<file path="src/rtl/instr_encoder.sv">
// instr_encoder: turns abstract ALU/memory requests into ARM or RISC-V
// machine words, inserting ISA marker words whenever the target ISA changes.
module instr_encoder #(
    parameter bit FIRST_MARKER = 1'b1
) (
    input  logic        clk,
    input  logic        reset,
    input  logic        in_valid,
    output logic        in_ready,
    input  logic        in_isa,
    input  logic [3:0]  in_op,
    input  logic [3:0]  in_rd,
    input  logic [3:0]  in_rn,
    input  logic [3:0]  in_rm,
    input  logic        in_imm,
    input  logic [7:0]  in_offset,
    input  logic [1:0]  in_cond,
    input  logic        in_setflags,
    input  logic        resync,
    output logic        out_valid,
    input  logic        out_ready,
    output logic [31:0] out_cmd,
    output logic        out_is_marker,
    output logic        err_pulse,
    output logic [7:0]  err_count
);

    typedef enum logic {IDLE, HOLD} state_t;

    state_t      state_q, state_d;
    logic [31:0] hold_q, hold_d;
    logic        hold_isa_q, hold_isa_d;
    logic        cur_isa_q, cur_isa_d;
    logic        known_q, known_d;
    logic        pend_q, pend_d;
    logic        out_valid_d, out_is_marker_d, err_pulse_d;
    logic [31:0] out_cmd_d;
    logic [7:0]  err_count_d;

    logic [3:0]  cond_f, dp_opc;
    logic [2:0]  rv_f3;
    logic        s_bit;
    logic [31:0] arm_word, rv_word, word;
    logic        arm_ok, rv_ok, legal, need_mk, accept;

    assign in_ready = (state_q == IDLE) && (!out_valid || out_ready);
    assign accept   = in_valid && in_ready;

    // Field lookup tables shared by both encoders
    always_comb begin
        unique case (in_cond)
            2'b00: cond_f = 4'b0000;
            2'b01: cond_f = 4'b0100;
            2'b10: cond_f = 4'b0010;
            2'b11: cond_f = 4'b1110;
        endcase
        case (in_op[2:0])
            3'd0:    dp_opc = 4'b0000;
            3'd1:    dp_opc = 4'b0001;
            3'd2:    dp_opc = 4'b0010;
            3'd3:    dp_opc = 4'b0100;
            3'd4:    dp_opc = 4'b1010;
            3'd5:    dp_opc = 4'b1011;
            3'd6:    dp_opc = 4'b1101;
            default: dp_opc = 4'b0000;
        endcase
        case (in_op[1:0])
            2'd0:    rv_f3 = 3'b111;
            2'd1:    rv_f3 = 3'b100;
            default: rv_f3 = 3'b000;
        endcase
        s_bit = in_setflags | (in_op == 4'd4) | (in_op == 4'd5);
    end

    // ARM encoding; words colliding with marker values are rejected
    always_comb begin
        arm_word = '0;
        arm_ok   = 1'b1;
        unique case (1'b1)
            (in_op <= 4'd6):
                arm_word = {cond_f, 2'b00, in_imm, dp_opc, s_bit,
                            in_rn, in_rd,
                            in_imm ? {4'b0, in_offset} : {8'b0, in_rm}};
            (in_op == 4'd7):
                arm_word = {cond_f, 3'b101, 1'b0, 16'b0, in_offset};
            (in_op[3:1] == 3'b100): begin
                arm_word = {cond_f, 2'b01, 1'b1, 4'b0, ~in_op[0], in_rn,
                            in_op[0] ? in_rm : in_rd, 4'b0, in_offset};
                arm_ok   = in_imm;
            end
            (in_op >= 4'd10):
                arm_word = {cond_f, 4'b1111, 24'b0};
        endcase
        if (arm_word[31:1] == 31'd0) arm_ok = 1'b0;
    end

    // RISC-V encoding
    always_comb begin
        rv_word = '0;
        rv_ok   = 1'b1;
        unique case (1'b1)
            (in_op <= 4'd3): begin
                if (in_imm) begin
                    rv_word = {4'b0, in_offset, 1'b0, in_rn, rv_f3,
                               1'b0, in_rd, 7'b0010011};
                    rv_ok   = (in_op != 4'd2);
                end else begin
                    rv_word = {1'b0, in_op == 4'd2, 5'b0, 1'b0, in_rm,
                               1'b0, in_rn, rv_f3, 1'b0, in_rd,
                               7'b0110011};
                end
            end
            (in_op == 4'd8):
                rv_word = {4'b0, in_offset, 1'b0, in_rn, 3'b010,
                           1'b0, in_rd, 7'b0000011};
            (in_op == 4'd9):
                rv_word = {4'b0, in_offset[7:5], 1'b0, in_rm, 1'b0, in_rn,
                           3'b010, in_offset[4:0], 7'b0100011};
            (in_op[3:1] == 3'b101):
                rv_word = {3'b0, in_offset[7:4], 1'b0, in_rm, 1'b0, in_rn,
                           2'b00, in_op[0], in_offset[3:0], 1'b0,
                           7'b1100011};
            default: rv_ok = 1'b0;
        endcase
    end

    assign word    = in_isa ? rv_word : arm_word;
    assign legal   = in_isa ? rv_ok : arm_ok;
    assign need_mk = (in_isa != cur_isa_q) | ~known_q | pend_q | resync;

    // Next-state and output decision
    always_comb begin
        state_d         = state_q;
        hold_d          = hold_q;
        hold_isa_d      = hold_isa_q;
        cur_isa_d       = cur_isa_q;
        known_d         = known_q;
        pend_d          = pend_q | resync;
        out_valid_d     = out_valid && !out_ready;
        out_cmd_d       = out_cmd;
        out_is_marker_d = out_is_marker;
        err_pulse_d     = 1'b0;
        err_count_d     = err_count;
        unique case (state_q)
            IDLE: begin
                if (accept && !legal) begin
                    err_pulse_d = 1'b1;
                    if (err_count != 8'hFF) err_count_d = err_count + 8'd1;
                end else if (accept && need_mk) begin
                    out_valid_d     = 1'b1;
                    out_cmd_d       = {31'd0, in_isa};
                    out_is_marker_d = 1'b1;
                    hold_d          = word;
                    hold_isa_d      = in_isa;
                    pend_d          = 1'b0;
                    state_d         = HOLD;
                end else if (accept) begin
                    out_valid_d     = 1'b1;
                    out_cmd_d       = word;
                    out_is_marker_d = 1'b0;
                end
            end
            HOLD: begin
                if (out_ready) begin
                    out_valid_d     = 1'b1;
                    out_cmd_d       = hold_q;
                    out_is_marker_d = 1'b0;
                    cur_isa_d       = hold_isa_q;
                    known_d         = 1'b1;
                    state_d         = IDLE;
                end
            end
        endcase
    end

    // State register; reset drops any held word
    always_ff @(posedge clk) begin
        if (reset) begin
            state_q       <= IDLE;
            hold_q        <= '0;
            hold_isa_q    <= 1'b0;
            cur_isa_q     <= 1'b0;
            known_q       <= !FIRST_MARKER;
            pend_q        <= 1'b0;
            out_valid     <= 1'b0;
            out_cmd       <= '0;
            out_is_marker <= 1'b0;
            err_pulse     <= 1'b0;
            err_count     <= '0;
        end else begin
            state_q       <= state_d;
            hold_q        <= hold_d;
            hold_isa_q    <= hold_isa_d;
            cur_isa_q     <= cur_isa_d;
            known_q       <= known_d;
            pend_q        <= pend_d;
            out_valid     <= out_valid_d;
            out_cmd       <= out_cmd_d;
            out_is_marker <= out_is_marker_d;
            err_pulse     <= err_pulse_d;
            err_count     <= err_count_d;
        end
    end

endmodule

</file>
<file path="config.mk">
export PLATFORM = sky130hd
export DESIGN_NAME = instr_encoder
export DESIGN_NICKNAME = d
export VERILOG_FILES = /design/src/rtl/instr_encoder.sv
export SDC_FILE = /design/constraint.sdc
export NUM_CORES = 1
export LEC_CHECK = 0
export ABC_AREA = 1
export CORE_MARGIN = 8
export CORE_UTILIZATION = 57
export DETAILED_ROUTE_END_ITERATION = 8
export GPL_TIMING_DRIVEN = 0
export PLACE_DENSITY = 0.86
export RECOVER_POWER = 100
export SYNTH_ARGS = -nofsm -noshare
export SYNTH_HDL_FRONTEND = slang
export SYNTH_SLANG_ARGS = --single-unit
export TNS_END_PERCENT = 5
</file>
<file path="constraint.sdc">
create_clock -name clk -period 4.2 [get_ports clk]
set_clock_uncertainty 0.15 [all_clocks]
set_input_delay 0.84 -clock clk [delete_from_list [all_inputs] [get_ports clk]]
set_output_delay 0.84 -clock clk [all_outputs]
set_load 0.02 [all_outputs]
</file>
==> summary.txt <==
Synthesis
  • Post-synthesis sequential area ratio: a little over a third
  • Syn Nets: 743
  • Top cells by area, synth: dfxtp_1, nand2_1, nand3_1
  • Yosys warning count: 0
  • Post-synthesis register bit count: 80
  • Mapped Area: around 0.0045 mm²
  • Number of synthesized flops with an enable pin: 0
  • Synthesized instance count: 708
  • Number of distinct library cells after synthesis: 32
  • Post-Syn Area per Cell: 6.32 µm²
  • Area leader, netlist: dfxtp_1
  • Top FF cell, synth: dfxtp_1
  • Synth top area share: 35.8%
  • Share of synthesized flip-flops with an asynchronous set or reset: 0%

Power and ir drop
  • Lkg Pwr: 2.45 nW
  • Worst vdd ir: around 230 µV
  • P_sw: 0.711 mW
  • Internal power: approximately 1.4 mW
  • Part of the power in combinational logic: 27.3%
  • Clock Power Share: 32.0%
  • Pwr Density: about 370 mW/mm²
  • Net Sw Frac: 34.3%
  • Register share of total power: 40.7%

STA
  • Final setup margin: roughly 0.45 ns
  • Hold Slack: 0.314 ns
  • Final period demand of the worst path: around 3.7 ns
  • Final Max Slew Viols: 0
  • Setup-failing EPs final: 0
  • Final setup TNS: 0 ns
  • Crit share post-route: 89.2%
  • Slew HR: 36.9%
  • Worst-Margin Slew: 0.943 ns
  • Fin. Hold Viols: 0
  • FMAX: 267 MHz
  • RSZ-0062 raised after global routing: false

Placed design
  • Area after DPL: 0.00536 mm²
  • Gp weighted congestion: just under 1
  • Post-place setup slack: ~0.38 ns
  • Port Buffers: 75
  • DP HPWL: 11700 µm

Job
  • Max Cap Viol: 0

Setup path
  • Startpoint Class: primary input
  • Crit-path max FO: 10
  • Crit-path cells: dlygate4sd3_1, inv_2, nand2_2, nand2_2, buf_2, nand2_1, nand2_1, nor2_1, nand2_1, nor2_1, nand2_1, nand2_1, nand2_1, nand2_1, buf_2, nand2_1, o21ai_1
  • Reg2reg start: state_q$_SDFF_PP0_
  • WP data arrival: 3.88 ns
  • Max stage delay on crit path: 0.68 ns
  • CP startpoint: in_op[2]
  • Worst path slowest cell: dlygate4sd3_1
  • Req. time, crit path: 4.33 ns
  • R2R cell count: 12
  • CP Buf/Inv Count: 4
  • Crit path top cell by count: nand2_1
  • Worst path depth: 17
  • Crit path kind: primary input to register
  • Largest delay contributor family on the critical path: simple AND/OR/NAND/NOR gates
  • Crit end category: register

Clocking
  • TritonCTS buffer count: 9
  • Root buf cell: clkbuf_8
  • CTS tree: done
  • Post-CTS sizing: 0
  • Hold buffer count at cts: 0
  • Worst-skew pair later-pin latency: around 0.36 ns
  • Post-CTS setup buffer count: 0
  • Clk sink count: 80
  • Max clock buf depth: 2
  • Clock transition at path regs: 0.09 ns
  • H-tree level count: 3

Worst hold path
  • Hold_sp: out_cmd[28]$_SDFFE_PP0P_
  • Hold path depth: 2
  • Min-Delay Path Class: register to register

Floorplan
  • Die width: 105 µm
  • Num rows: 32
  • I/O pin count: 78
  • Core Area: between 0.007 and 0.008 mm²
  • Initial Utilization: 58.2%
  • Die area: 0.0109 mm²
  • Die height: around 100 µm

Global routing
  • First-pass GRT wire length: 25000 µm
  • Vias in the first global route: 4975
  • All-layer global routing usage: around 27%
  • Congestion Overflow GR: 0
  • Initial antenna violation count: 0
  • Largest net degree at the start of global routing: 17

Detailed routing
  • Detailed Routing Iterations Pass 1: 5
  • Vias per cell: between 5 and 6
  • Drc violations: 0
  • Via count: 5308
  • Routed wire length: 15100 µm
  • Iter 0 DRT Violations: ~540
  • Drt wl/cell: 16.8 µm
  • Antenna-violating nets left: 0

Final layout
  • Nets: ~830
  • Layout cells sized above 1: 5.01%
  • Cell area after layout: 0.00557 mm²
  • Fillers: 667
  • # diodes: 0
  • Area delta synth->final: 24.5%

Outcome
  • Status: finished, final reports clean
Yosys cell counts (all sizes together) (2+ instances only):
cell type and instances:
nand2 202, nand3 94, a21oi 81, dfxtp 80, nor2 75, inv 44
o21ai 26, clkbuf 25, a22oi 23, buf 21, nand4 8, o22ai 8
xor2 5, a21boi 3, a31oi 2, o211ai 2
final cells by class:
class | count | area [µm²] | share of cell area [%]
Buffer | 46 | 210 | 3.77
Clock buffer | 9 | 124 | 2.22
Clock inverter | 7 | 110 | 1.98
Inverter | 45 | 169 | 3.03
Multi-Input combinational cell | 537 | 2480 | 44.5
Sequential cell | 80 | 1600 | 28.7
Tap cell | 102 | 128 | 2.29
Timing Repair Buffer | 75 | 751 | 13.5
per-layer routing:
metal  routed length [µm]  track usage [%]
met5                    0                0
met4                  521             11.9
met3                 1730             7.00
met2                 6900             44.1
met1                 5990             33.5
placed cells by master (no fill, tap or decap), types with 23 or more instances in the layout:
| master | count |
|---|---|
| inv_1 | 40 |
| dfxtp_1 | 80 |
| nand2_1 | 200 |
| clkdlybuf4s50_1 | 30 |
| dlygate4sd3_1 | 45 |
| a22oi_1 | 23 |
| clkbuf_1 | 25 |
| a21oi_1 | 81 |
| nand3_1 | 94 |
| nor2_1 | 75 |
| o21ai_0 | 25 |
state kept, by name (all words and copies together) (netlist names):
signal / count
state_q: 1
cur_isa_q: 1
err_count: 8
pend_q: 1
hold_isa_q: 1
out_valid: 1
err_pulse: 1
hold_q: 32
out_cmd: 32
out_is_marker: 1
known_q: 1
power by group through the flow:
| stage | Sequential [mW] | Combinational, mW | Clock, mW |
|---|---|---|---|
| finish | 0.843 | 0.564 | 0.663 |
| global route | 0.849 | 0.614 | 0.693 |
| CTS | 0.844 | 0.570 | 0.663 |
| detailed placement | 0.861 | 0.567 | 0 |
| global placement | 0.857 | 0.556 | 0 |
| floorplan | 0.903 | 0.302 | 0 |
worst min-delay path, stage by stage, from the launching register on:
cell and delay [ns]:
dfxtp_1 0.32, nand2_1 0.06, a21oi_1 0.05
kinds of logic after synthesis:
group	synth area share (%)
and+or+nand+nor	35.6
AOI/OAI and AO/OA	18.6
buffers and inverters	8.52
DFF	35.8
xor gates and xnor gates	1.17
adders and majority gates	0.279
through the flow:
stage / utilization [%] / std cells / power [mW]
floorplan: - / 708 / 1.20
global route: 72.5 / 901 / 2.16
finish: 72.5 / 901 / 2.07
CTS: 72.7 / 901 / 2.08
detailed placement: 69.7 / 885 / 1.43
global placement: 69.7 / 885 / 1.41
worst paths after layout:
| check | end | slack, ns |
|---|---|---|
| max | hold_q[29]$_SDFFE_PP0P_ | 0.45 |
| min | out_cmd[28]$_SDFFE_PP0P_ | 0.31 |
| max reg2reg | out_cmd[25]$_SDFFE_PP0P_ | 1.34 |
| min reg2reg | out_cmd[28]$_SDFFE_PP0P_ | 0.31 |
(Power assumes the default switching activity.)
==> edit, RTL diff (same settings) <==
Add an input register stage for `in_offset`, cleared by the reset; this delays it by one clock. The other inputs are not delayed to match.
--- a/src/rtl/instr_encoder.sv
+++ b/src/rtl/instr_encoder.sv
@@ -27,6 +27,16 @@
 
     typedef enum logic {IDLE, HOLD} state_t;
 
+    logic [7:0] in_offset_q;
+
+    always_ff @(posedge clk) begin
+        if (reset) begin
+            in_offset_q <= '0;
+        end else begin
+            in_offset_q <= in_offset;
+        end
+    end
+
     state_t      state_q, state_d;
     logic [31:0] hold_q, hold_d;
     logic        hold_isa_q, hold_isa_d;
@@ -80,12 +90,12 @@
             (in_op <= 4'd6):
                 arm_word = {cond_f, 2'b00, in_imm, dp_opc, s_bit,
                             in_rn, in_rd,
-                            in_imm ? {4'b0, in_offset} : {8'b0, in_rm}};
+                            in_imm ? {4'b0, in_offset_q} : {8'b0, in_rm}};
             (in_op == 4'd7):
-                arm_word = {cond_f, 3'b101, 1'b0, 16'b0, in_offset};
+                arm_word = {cond_f, 3'b101, 1'b0, 16'b0, in_offset_q};
             (in_op[3:1] == 3'b100): begin
                 arm_word = {cond_f, 2'b01, 1'b1, 4'b0, ~in_op[0], in_rn,
-                            in_op[0] ? in_rm : in_rd, 4'b0, in_offset};
+                            in_op[0] ? in_rm : in_rd, 4'b0, in_offset_q};
                 arm_ok   = in_imm;
             end
             (in_op >= 4'd10):
@@ -101,7 +111,7 @@
         unique case (1'b1)
             (in_op <= 4'd3): begin
                 if (in_imm) begin
-                    rv_word = {4'b0, in_offset, 1'b0, in_rn, rv_f3,
+                    rv_word = {4'b0, in_offset_q, 1'b0, in_rn, rv_f3,
                                1'b0, in_rd, 7'b0010011};
                     rv_ok   = (in_op != 4'd2);
                 end else begin
@@ -111,14 +121,14 @@
                 end
             end
             (in_op == 4'd8):
-                rv_word = {4'b0, in_offset, 1'b0, in_rn, 3'b010,
+                rv_word = {4'b0, in_offset_q, 1'b0, in_rn, 3'b010,
                            1'b0, in_rd, 7'b0000011};
             (in_op == 4'd9):
-                rv_word = {4'b0, in_offset[7:5], 1'b0, in_rm, 1'b0, in_rn,
-                           3'b010, in_offset[4:0], 7'b0100011};
+                rv_word = {4'b0, in_offset_q[7:5], 1'b0, in_rm, 1'b0, in_rn,
+                           3'b010, in_offset_q[4:0], 7'b0100011};
             (in_op[3:1] == 3'b101):
-                rv_word = {3'b0, in_offset[7:4], 1'b0, in_rm, 1'b0, in_rn,
-                           2'b00, in_op[0], in_offset[3:0], 1'b0,
+                rv_word = {3'b0, in_offset_q[7:4], 1'b0, in_rm, 1'b0, in_rn,
+                           2'b00, in_op[0], in_offset_q[3:0], 1'b0,
                            7'b1100011};
             default: rv_ok = 1'b0;
         endcase
Check against the original RTL: not equivalent (a bounded check fails within 4 cycles, from zero or initial values and one cycle with reset high).
==> edit against the unedited design <==
  * Sequential cell count grew 8
  * Synthesized cell count shrank 2.3%
  * Maximum frequency grew 5.4%
  * Setup slack gained 190 ps
  * Register-to-register slack gained 20 ps
  * Power shrank 1.1%
  * Synthesized area grew 3.6%
  * Final area grew 2.2%
  * First-iteration DRC count shrank 23%
  * Die area grew 3.1%
  * Sequential share of layout area grew 2.2 points
  * Wire length shrank 1.7%
  * Critical path type unchanged
  * Largest power group unchanged
  * Highest routed layer unchanged
==> edit: results (changes against the unedited design) <==
| Metric | Value |
|---|---|
| FILL cells | 683 (+2.4%) |
| Distinct cell type count after synthesis | 37 (+16%) |
| Layout non-clock buf frac | 16.90% (-0.33 points) |
| Post-synthesis sequential area ratio | 37.98% (+2.2 points) |
| Largest registers | hold_q: 32 flops, out_cmd: 32 flops |
| Min-delay src | hold_q[31]$_SDFFE_PP0P_ |
| Logic pwr share | 26.1% (-1.2 points) |
| Cells after Synth | 692 (-2.3%) |
| Clk slew on worst S/H paths | 110 ps (+20 ps) |
| Worst IR Drop VDD | 0.1990 mV (-14%) |
| Int Pwr | 1.317 mW (-3.1%) |
| CP top delay family | simple AND/OR/NAND/NOR gates |
| DP Area | 0.005510 mm² (+2.9%) |
| Final nets | 812 (-2.1%) |
| Crit. Startpoint | in_op[0] |
| Hold path endpoint | hold_q[31]$_SDFFE_PP0P_ |
| Ant. Diodes | 0 (unchanged) |
| Critical Path Slowest Stage Cell | dlygate4sd3_1 |
| Largest net degree at the start of global routing | 19 (+2) |
| Syn_nets | 727 (-2.2%) |
| Mapped cell area | 0.004638 mm² (+3.6%) |
| First-pass GRT wire length | 24.34 mm (-2.7%) |
| Final GP Congestion | 0.9578 (-0.54%) |
| Invs w/o clock | 43 (-4.4%) |
| Vias in the first global route | 4,866 (-2.2%) |
| Placed Cells | 871 (-1.6%) |
| Clock buffer cells | 9 (unchanged) |
| Top post-synthesis cells by area | dfxtp_1 (38%), nand2_1 (15%), nand3_1 (11%), a21oi_1 (6.5%), nor2_1 (5.5%) |
| Clock group share of total power | 28.8% (-3.2 points) |
| Design Area, Final | 0.005699 mm² (+2.2%) |
| Multi-input gates | 520 (-3.2%) |
| Layout cells sized above 1 | 7.289% (+2.3 points) |
| Clock tree cell share of total cell area | 3.491% (-0.71 points) |
| Seq. cell area | 0.001762 mm² (+10%) |
| Total number of vias | 5,177 (-2.5%) |
| Worst R2R End | out_cmd[23]$_SDFFE_PP0P_ |
| Reg-to-reg startpoint | state_q$_SDFF_PP0_ |
| First DRT Iteration DRCs | 416 (-23%) |
| Post-cts sizing count | 0 (unchanged) |
| IO buf count | 74 (-1.3%) |
| Hold Slack | 323.1 ps (+8.990 ps) |
| Status | finished clean |
| Detailed Place HPWL | 11.53 mm (-1.6%) |
| Post CTS Setup Buffer Count | 0 (unchanged) |
| Leakage Power | 2.568 nW (+4.8%) |
| Non-clock buffer count | 115 (-5.0%) |
| Worst Path Arrival | 3690 ps (-190 ps) |
| Flop2flop setup slack | 1360 ps (+20 ps) |
| Sink Count | 88 (+10%) |
| All-Layer GR Usage | 26.34% (-0.89 points) |
| Multi-input logic portion of the cell area | 43.56% (-0.96 points) |
| Highest cell delay on the worst timing path | 640 ps (-40 ps) |
| Routed length per instance | 16.78 µm (-0.17%) |
| CP endpoint | out_cmd[29]$_SDFFE_PP0P_ |
| Commonest cells post-synth | nand2_1 (181), nand3_1 (103), dfxtp_1 (88) |
| Slew @ Worst Pin | 719.9 ps (-222.7 ps) |
| WL final | 14.88 mm (-1.7%) |
-- edit: cell count changes after synthesis, sizes merged, moves of 6 or more --
cell	change
nand2	-16
nand3	+10
o21ai	+10
o22ai	-6
clkbuf	-8
dfxtp	+8
a21oi	-20
-- edit: cell families after synthesis --
kind of cell	Yosys count	synth area share [%]
xor+xnor	7	1.322
compound gates	133	16.51
simple gates	379	35.64
fa+ha+maj	1	0.2697
buf+inv	84	8.281
flops	88	37.98
-- edit: routing by layer --
metal	part of all wire, %	global-route usage [%]	vias to the layer above
li1	-	-	2476
met1	40	31.51	2392
met2	48	45.04	274
met3	9.5	6.594	35
met4	2.4	8.744	0
met5	0	0	-
-- edit: through the flow --
stage                     power, mW  setup slack (ps)
after floorplan               1.269              1544
after global placement        1.467             571.3
after detailed placement      1.483             598.4
after CTS                     2.057             965.1
after global routing          2.148             323.1
final                         2.047             644.0
-- edit: worst min-delay path: cells and delay by family (launching register included) --
kind	cells	cell delay (ps)
DFF	1	330
and+or+nand+nor	1	60
AOI/OAI and AO/OA	1	50
